**src/rtl/alu_seq.sv**
```systemverilog
// alu_seq -- multi-byte operation sequencer for an 8-bit combinational ALU.
//
// A BYTES-wide request (op, A, B, carry-in) is accepted in IDLE, driven
// through the external ALU one byte per cycle in BUSY (carry chained through
// a register), and the assembled result plus flags is presented in DONE until
// the consumer takes it.
//
// Ports:
//   clk, rst                 clock, synchronous active-high reset
//   req_valid/req_ready      request handshake; req_op/req_a/req_b/req_ci payload
//   rsp_valid/rsp_ready      response handshake; rsp_y/rsp_n/rsp_v/rsp_z/rsp_c/rsp_err
//   alu_ctrl/ai/bi/ci/daa    drive to the external ALU (all 0 outside BUSY)
//   alu_y/alu_co             combinational result from the external ALU
//   dbg_state                current FSM state (0 IDLE, 1 BUSY, 2 DONE)
//
// Handshakes: a transfer happens on a rising edge where valid and ready are
// both high. A producer holding valid keeps its payload stable; the response
// side holds rsp_valid and every rsp_* field stable until rsp_ready is seen.

module alu_seq #(
   parameter int BYTES = 2
) (
   input  logic                 clk,
   input  logic                 rst,
   input  logic                 req_valid,
   output logic                 req_ready,
   input  logic [2:0]           req_op,
   input  logic [8*BYTES-1:0]   req_a,
   input  logic [8*BYTES-1:0]   req_b,
   input  logic                 req_ci,
   output logic                 rsp_valid,
   input  logic                 rsp_ready,
   output logic [8*BYTES-1:0]   rsp_y,
   output logic                 rsp_n,
   output logic                 rsp_v,
   output logic                 rsp_z,
   output logic                 rsp_c,
   output logic                 rsp_err,
   output logic [2:0]           alu_ctrl,
   output logic [7:0]           alu_ai,
   output logic [7:0]           alu_bi,
   output logic                 alu_ci,
   output logic                 alu_daa,
   input  logic [7:0]           alu_y,
   input  logic                 alu_co,
   output logic [1:0]           dbg_state
);

   localparam int W = 8 * BYTES;

   localparam logic [2:0] OP_SUM = 3'd0;
   localparam logic [2:0] OP_SR  = 3'd4;
   localparam logic [2:0] LAST   = 3'(BYTES - 1);

   typedef enum logic [1:0] {
      IDLE = 2'd0,
      BUSY = 2'd1,
      DONE = 2'd2
   } state_t;

   state_t         state, state_nx;
   logic [2:0]     cnt;
   logic [2:0]     op_q;
   logic [W-1:0]   a_q, b_q, y_q;
   logic           ci_q, carry_q;

   logic           legal, is_sum, is_sr;
   logic [2:0]     k;          // byte lane handled this BUSY cycle
   logic [7:0]     a_byte, b_byte;

   assign legal  = (op_q <= OP_SR);
   assign is_sum = (op_q == OP_SUM);
   assign is_sr  = (op_q == OP_SR);

   // SR walks from the most significant byte down so each byte's shifted-out
   // LSB becomes the MSB of the next lower byte.
   assign k = is_sr ? (LAST - cnt) : cnt;

   always_comb begin
      a_byte = 8'h00;
      b_byte = 8'h00;
      for (int i = 0; i < BYTES; i++) begin
         if (k == 3'(i)) begin
            a_byte = a_q[8*i +: 8];
            b_byte = b_q[8*i +: 8];
         end
      end
   end

   // State register
   always_ff @(posedge clk) begin
      if (rst) state <= IDLE;
      else     state <= state_nx;
   end

   // Next-state logic
   always_comb begin
      state_nx = state;
      case (state)
         IDLE:    if (req_valid)       state_nx = BUSY;
         BUSY:    if (cnt == LAST)     state_nx = DONE;
         DONE:    if (rsp_ready)       state_nx = IDLE;
         default:                      state_nx = IDLE;
      endcase
   end

   // Datapath registers: request latch, byte counter, result and carry capture
   always_ff @(posedge clk) begin
      if (rst) begin
         cnt     <= '0;
         op_q    <= '0;
         a_q     <= '0;
         b_q     <= '0;
         ci_q    <= 1'b0;
         y_q     <= '0;
         carry_q <= 1'b0;
      end else begin
         case (state)
            IDLE: begin
               if (req_valid) begin
                  op_q    <= req_op;
                  a_q     <= req_a;
                  b_q     <= req_b;
                  ci_q    <= req_ci;
                  cnt     <= '0;
                  y_q     <= '0;
                  carry_q <= 1'b0;
               end
            end
            BUSY: begin
               cnt <= cnt + 3'd1;
               // Illegal ops leave Y at zero so the response reads 0.
               if (legal) begin
                  for (int i = 0; i < BYTES; i++) begin
                     if (k == 3'(i)) y_q[8*i +: 8] <= alu_y;
                  end
                  carry_q <= alu_co;
               end
            end
            default: ;
         endcase
      end
   end

   // Outputs
   always_comb begin
      req_ready = 1'b0;
      rsp_valid = 1'b0;
      rsp_y     = '0;
      rsp_n     = 1'b0;
      rsp_v     = 1'b0;
      rsp_z     = 1'b0;
      rsp_c     = 1'b0;
      rsp_err   = 1'b0;
      alu_ctrl  = 3'd0;
      alu_ai    = 8'h00;
      alu_bi    = 8'h00;
      alu_ci    = 1'b0;
      alu_daa   = 1'b0;

      case (state)
         IDLE: req_ready = !rst;
         BUSY: begin
            if (legal) begin
               alu_ctrl = op_q;
               alu_ai   = a_byte;
               alu_bi   = is_sr ? 8'h00 : b_byte;
               // Carry chains only through SUM and SR; logic ops see 0.
               if (is_sum || is_sr) alu_ci = (cnt == 3'd0) ? ci_q : carry_q;
            end
         end
         DONE: begin
            rsp_valid = 1'b1;
            if (legal) begin
               rsp_y = y_q;
               rsp_n = y_q[W-1];
               rsp_z = (y_q == '0);
               rsp_v = is_sum && (a_q[W-1] == b_q[W-1]) && (y_q[W-1] != a_q[W-1]);
               rsp_c = (is_sum || is_sr) ? carry_q : ci_q;
            end else begin
               rsp_err = 1'b1;
            end
         end
         default: ;
      endcase
   end

   assign dbg_state = state;

endmodule
```
**config.mk**
```make
export PLATFORM = sky130hd
export DESIGN_NAME = alu_seq
export DESIGN_NICKNAME = d
export VERILOG_FILES = /design/src/rtl/alu_seq.sv
export SDC_FILE = /design/constraint.sdc
export NUM_CORES = 1
export LEC_CHECK = 0
export CAP_MARGIN = 20
export CORE_AREA = 3 3 83 85
export DETAILED_ROUTE_END_ITERATION = 10
export DIE_AREA = 0 0 86 88
export DONT_BUFFER_PORTS = 1
export MAX_ROUTING_LAYER = met4
export SYNTH_ARGS = -nofsm -noshare
export SYNTH_HDL_FRONTEND = slang
export SYNTH_SLANG_ARGS = --single-unit
```
**constraint.sdc**
```tcl
create_clock -name clk -period 2.3 [get_ports clk]
set_input_delay 0.23 -clock clk [delete_from_list [all_inputs] [get_ports clk]]
set_output_delay 0.23 -clock clk [all_outputs]
set_load 0.02 [all_outputs]
```
==> impl_metrics.py <==
metrics = {
    "status": {
        "outcome": "completed",
    },
    "logic_synthesis": {
        "netlist_area_sq_um": 2760,
        "synthXorXnorAreaFrac_pct": 0,
        "syn_inst": 361,
        "yosys.area.top_type": "dfxtp_1",
        "netlist_top_cells_area": "dfxtp_1, nand2_1, a21oi_1",
        "synthSimpleGateAreaFrac_pct": 27.2,
        "synth_fp_nets": 413,
        "ys_seq_elements": 58,
        "synth_top_family_by_area": "simple AND/OR/NAND/NOR gates",
        "ys_warn_count": 0,
        "yosysSeqAreaShare_pct": 42.1,
        "synth_compound_area_share_pct": 21.0,
        "muxShareOfSynthArea_pct": 2.45,
        "yosys.area.top_type_share_pct": 42.1,
        "synth_fa_ha_area_share_pct": 1.36,
        "ys_types": 37,
        "syn-mean-instance-area_sq_um": 7.63,
    },
    "critical_path": {
        "rr_worst_depth": 5,
        "critical_path_class": "flop to output pin",
        "reg2reg_slack_ns": 0.43,
        "worstPathArrival_ns": 2.01,
        "cp_cell_sequence": "or3b_4, mux2_4, a22oi_2, nor2_1, buf_4",
        "cp.buffers_inverters": 1,
        "crit_fanout": 8,
        "r2r_start": "dbg_state[0]$_SDFFE_PP0P_",
        "max_stage_delay_ns": 0.50,
        "critPathSlowestCell": "or3b_4",
        "r2r-end": "y_q[9]$_SDFFE_PP0P_",
        "crit_family": "simple AND/OR/NAND/NOR gates",
        "critPathLaunchType": "flop",
        "cp-end-kind": "output pin",
        "worst_ep_required_time_ns": 2.07,
    },
    "sta": {
        "fin_ws_ns": 0.0565,
        "finalCritPeriodShare_pct": 97.5,
        "max_clock_freq_ghz": 0.446,
        "hold_viol_final": 0,
        "rsz0062_at_grt": "true",
        "finalSetupViolCount": 0,
        "tightest_slew_ns": 0.636,
        "finClkSkew_ns": 0.00685,
        "maxSlewViolCount": 0,
        "layout_min_cycle_time_ns": 2.24,
        "max_slew_margin_pct": 57.3,
        "fin_setup_tns_ns": 0,
    },
    "pwr": {
        "p_leak_uw": 0.00127,
        "p_per_area_nw_per_um2": 733,
        "ir_drop_v": 0.000426,
    },
    "layout": {
        "syn_to_final_growth_pct": 19.3,
        "drive_gt1_share_pct": 19.8,
        "antennaDiodeCount": 0,
        "final_common_cell": "nand2_1",
        "finalInstanceArea_sq_um": 3290,
        "nNetsFinal": 427,
        "final_cell_mix": "nand2_1, a21oi_1, dfxtp_1",
        "fin_cells": 456,
    },
    "floorplan": {
        "die_w_um": 86,
        "die_y_um": 88,
        "start_util_pct": 43.9,
        "dieArea_sq_um": 7570,
        "core_sq_um": 6280,
        "num_io_pins": 95,
        "rows": 29,
    },
    "routing": {
        "drtAntennaViolNets": 0,
        "top_layer_used": "met4",
        "drt-met1-wl_mm": 3.49,
        "route.detailed.drc": 0,
        "detail_route.wl_per_cell_um": 17.2,
        "route.met2.wl_mm": 3.66,
        "routed_wirelength_mm": 7.82,
        "drt-vias-per-instance": 5.74,
        "drtIter0Drc": 187,
        "num_vias": 2618,
        "wl_met3_um": 561,
        "drtPass1Iterations": 4,
    },
    "global_route": {
        "grt_pass1_wl_mm": 12.1,
        "track_usage_pct": 21.2,
        "grt_max_degree": 59,
        "antenna_found_initial": 0,
        "grt_pass1_vias": 2404,
        "grt-ovfl-total": 0,
    },
    "clock_tree": {
        "tritoncts": "done",
        "cts_root_buf": "clkbuf_8",
        "clkSinkCount": 58,
        "cts_made_buffers": 9,
        "cts.clk_slew.worst_paths_ns": 0.06,
        "clk-insertion-delay-late_ns": 0.33,
        "cts_buffer_depth": 2,
        "htreeDepth": 3,
    },
    "worst_hold_path": {
        "hold_depth": 2,
        "worstHoldPathType": "input pin to flop",
        "min_to": "b_q[3]$_SDFFE_PP0P_",
        "hold_start": "req_b[3]",
    },
    "placement": {
        "hpwl_mm": 4.86,
        "placed_area_sq_um": 2920,
        "placed_cells": 433,
        "gp_congestion": 0.880,
        "io_buffers": 0,
        "place_ws_ns": 0.219,
    },
    "run": {
        "drv_cap": 0,
    },
}
## worst max-delay path by stage
stage,from,to,slack [ns],cells after the start
3_3_place_gp,cnt[1]$_SDFFE_PP0P_,alu_bi[4],0.21,6
2_1_floorplan,op_q[2]$_SDFFE_PP0P_,alu_ai[0],0.40,6
4_1_cts,op_q[0]$_SDFFE_PP0P_,alu_ai[5],0.007,5
5_1_grt,op_q[1]$_SDFFE_PP0P_,alu_ai[2],-0.01,5
6_report,op_q[1]$_SDFFE_PP0P_,alu_ai[5],0.06,5
3_5_place_dp,cnt[1]$_SDFFE_PP0P_,alu_bi[4],0.22,6
## routing by layer
metal	GRT usage, %	vias up
li1	-	1299
met1	28.1	1211
met2	31.5	96
met3	4.33	12
met4	8.63	0
met5	-	-
## area by class of cell
class	count	area (sq um)
fill	639	2990
multi-input combinational	272	1560
sequential	58	1170
timing repair buffer	30	258
clock buffer	14	183
tap	77	96.3
inverter	4	15.0
clock inverter	1	7.51
## flip-flops by register name, summed over array words and instances, names as in the netlist
name / cells
a_q: 16
b_q: 16
y_q: 16
cnt: 3
op_q: 3
dbg_state: 2
carry_q: 1
ci_q: 1
## synthesized netlist by cell type
| library cell | number |
|---|---|
| and2_1 | 1 |
| or3b_2 | 1 |
| mux2i_2 | 2 |
| o21ai_1 | 1 |
| or2_2 | 1 |
| conb_1 | 1 |
| buf_6 | 2 |
| o21a_1 | 1 |
| o211ai_1 | 17 |
| clkbuf_1 | 23 |
| nor2_1 | 30 |
| nor3_1 | 3 |
| nor4b_1 | 2 |
| o22a_1 | 1 |
| a21boi_0 | 1 |
| mux2_4 | 2 |
| a22oi_1 | 18 |
| nand3_1 | 19 |
| nor3_2 | 1 |
| nand4_1 | 1 |
| ha_1 | 3 |
| nand2_1 | 74 |
| nor4_1 | 5 |
| nor3b_1 | 2 |
| and3_1 | 16 |
| buf_4 | 2 |
| nor2b_1 | 3 |
| inv_1 | 4 |
| nand2b_1 | 2 |
| or3_1 | 1 |
| dfxtp_1 | 58 |
| a21oi_1 | 55 |
| a31oi_1 | 1 |
| buf_2 | 4 |
| o21ai_0 | 1 |
| or3b_1 | 1 |
| mux2i_1 | 1 |
## through the flow
step	total power (uW)	utilization, %	hold slack, ns
floorplan	1400	-	0.366
global placement	1470	46.5	0.304
detailed placement	1470	46.5	0.306
CTS	2420	51.5	0.0188
global route	2530	52.4	0.0207
finish	2410	52.4	0.0267
## worst reg2reg max path, stage by stage (launching register included)
cell and delay (ns):
dfxtp_1 0.45, nor2b_1 0.27, nand3_1 0.40, buf_4 0.36
o211ai_1 0.20, a21oi_1 0.09
## power breakdown
group	internal [uW]	total [uW]	leakage (uW)	switching, uW
logic	154	414	0.000700	261
registers	1060	1110	0.000477	44.1
clock network	503	888	0.0000948	385
total	1720	2410	0.00127	690
## kinds of logic after synthesis
group	count (synthesis)
buffers and inverters	35
other	1
multiplexers	5
AND/OR/NAND/NOR	163
flip-flops	58
adder cells (fa/ha/maj)	3
AO/OA/AOI/OAI	96
## repair_timing
| item | CTS | global route |
|---|---|---|
| hold buffers | 1 | 0 |
| resized for setup | 14 | 11 |
| buffers inserted | 2 | 1 |
| setup endpoints to repair | 16 | 18 |
| endpoints found under the hold margin | 58 | 0 |
| cloned | 4 | 0 |
| pin swaps | 1 | 1 |
Power figures use the tool's default switching activity.
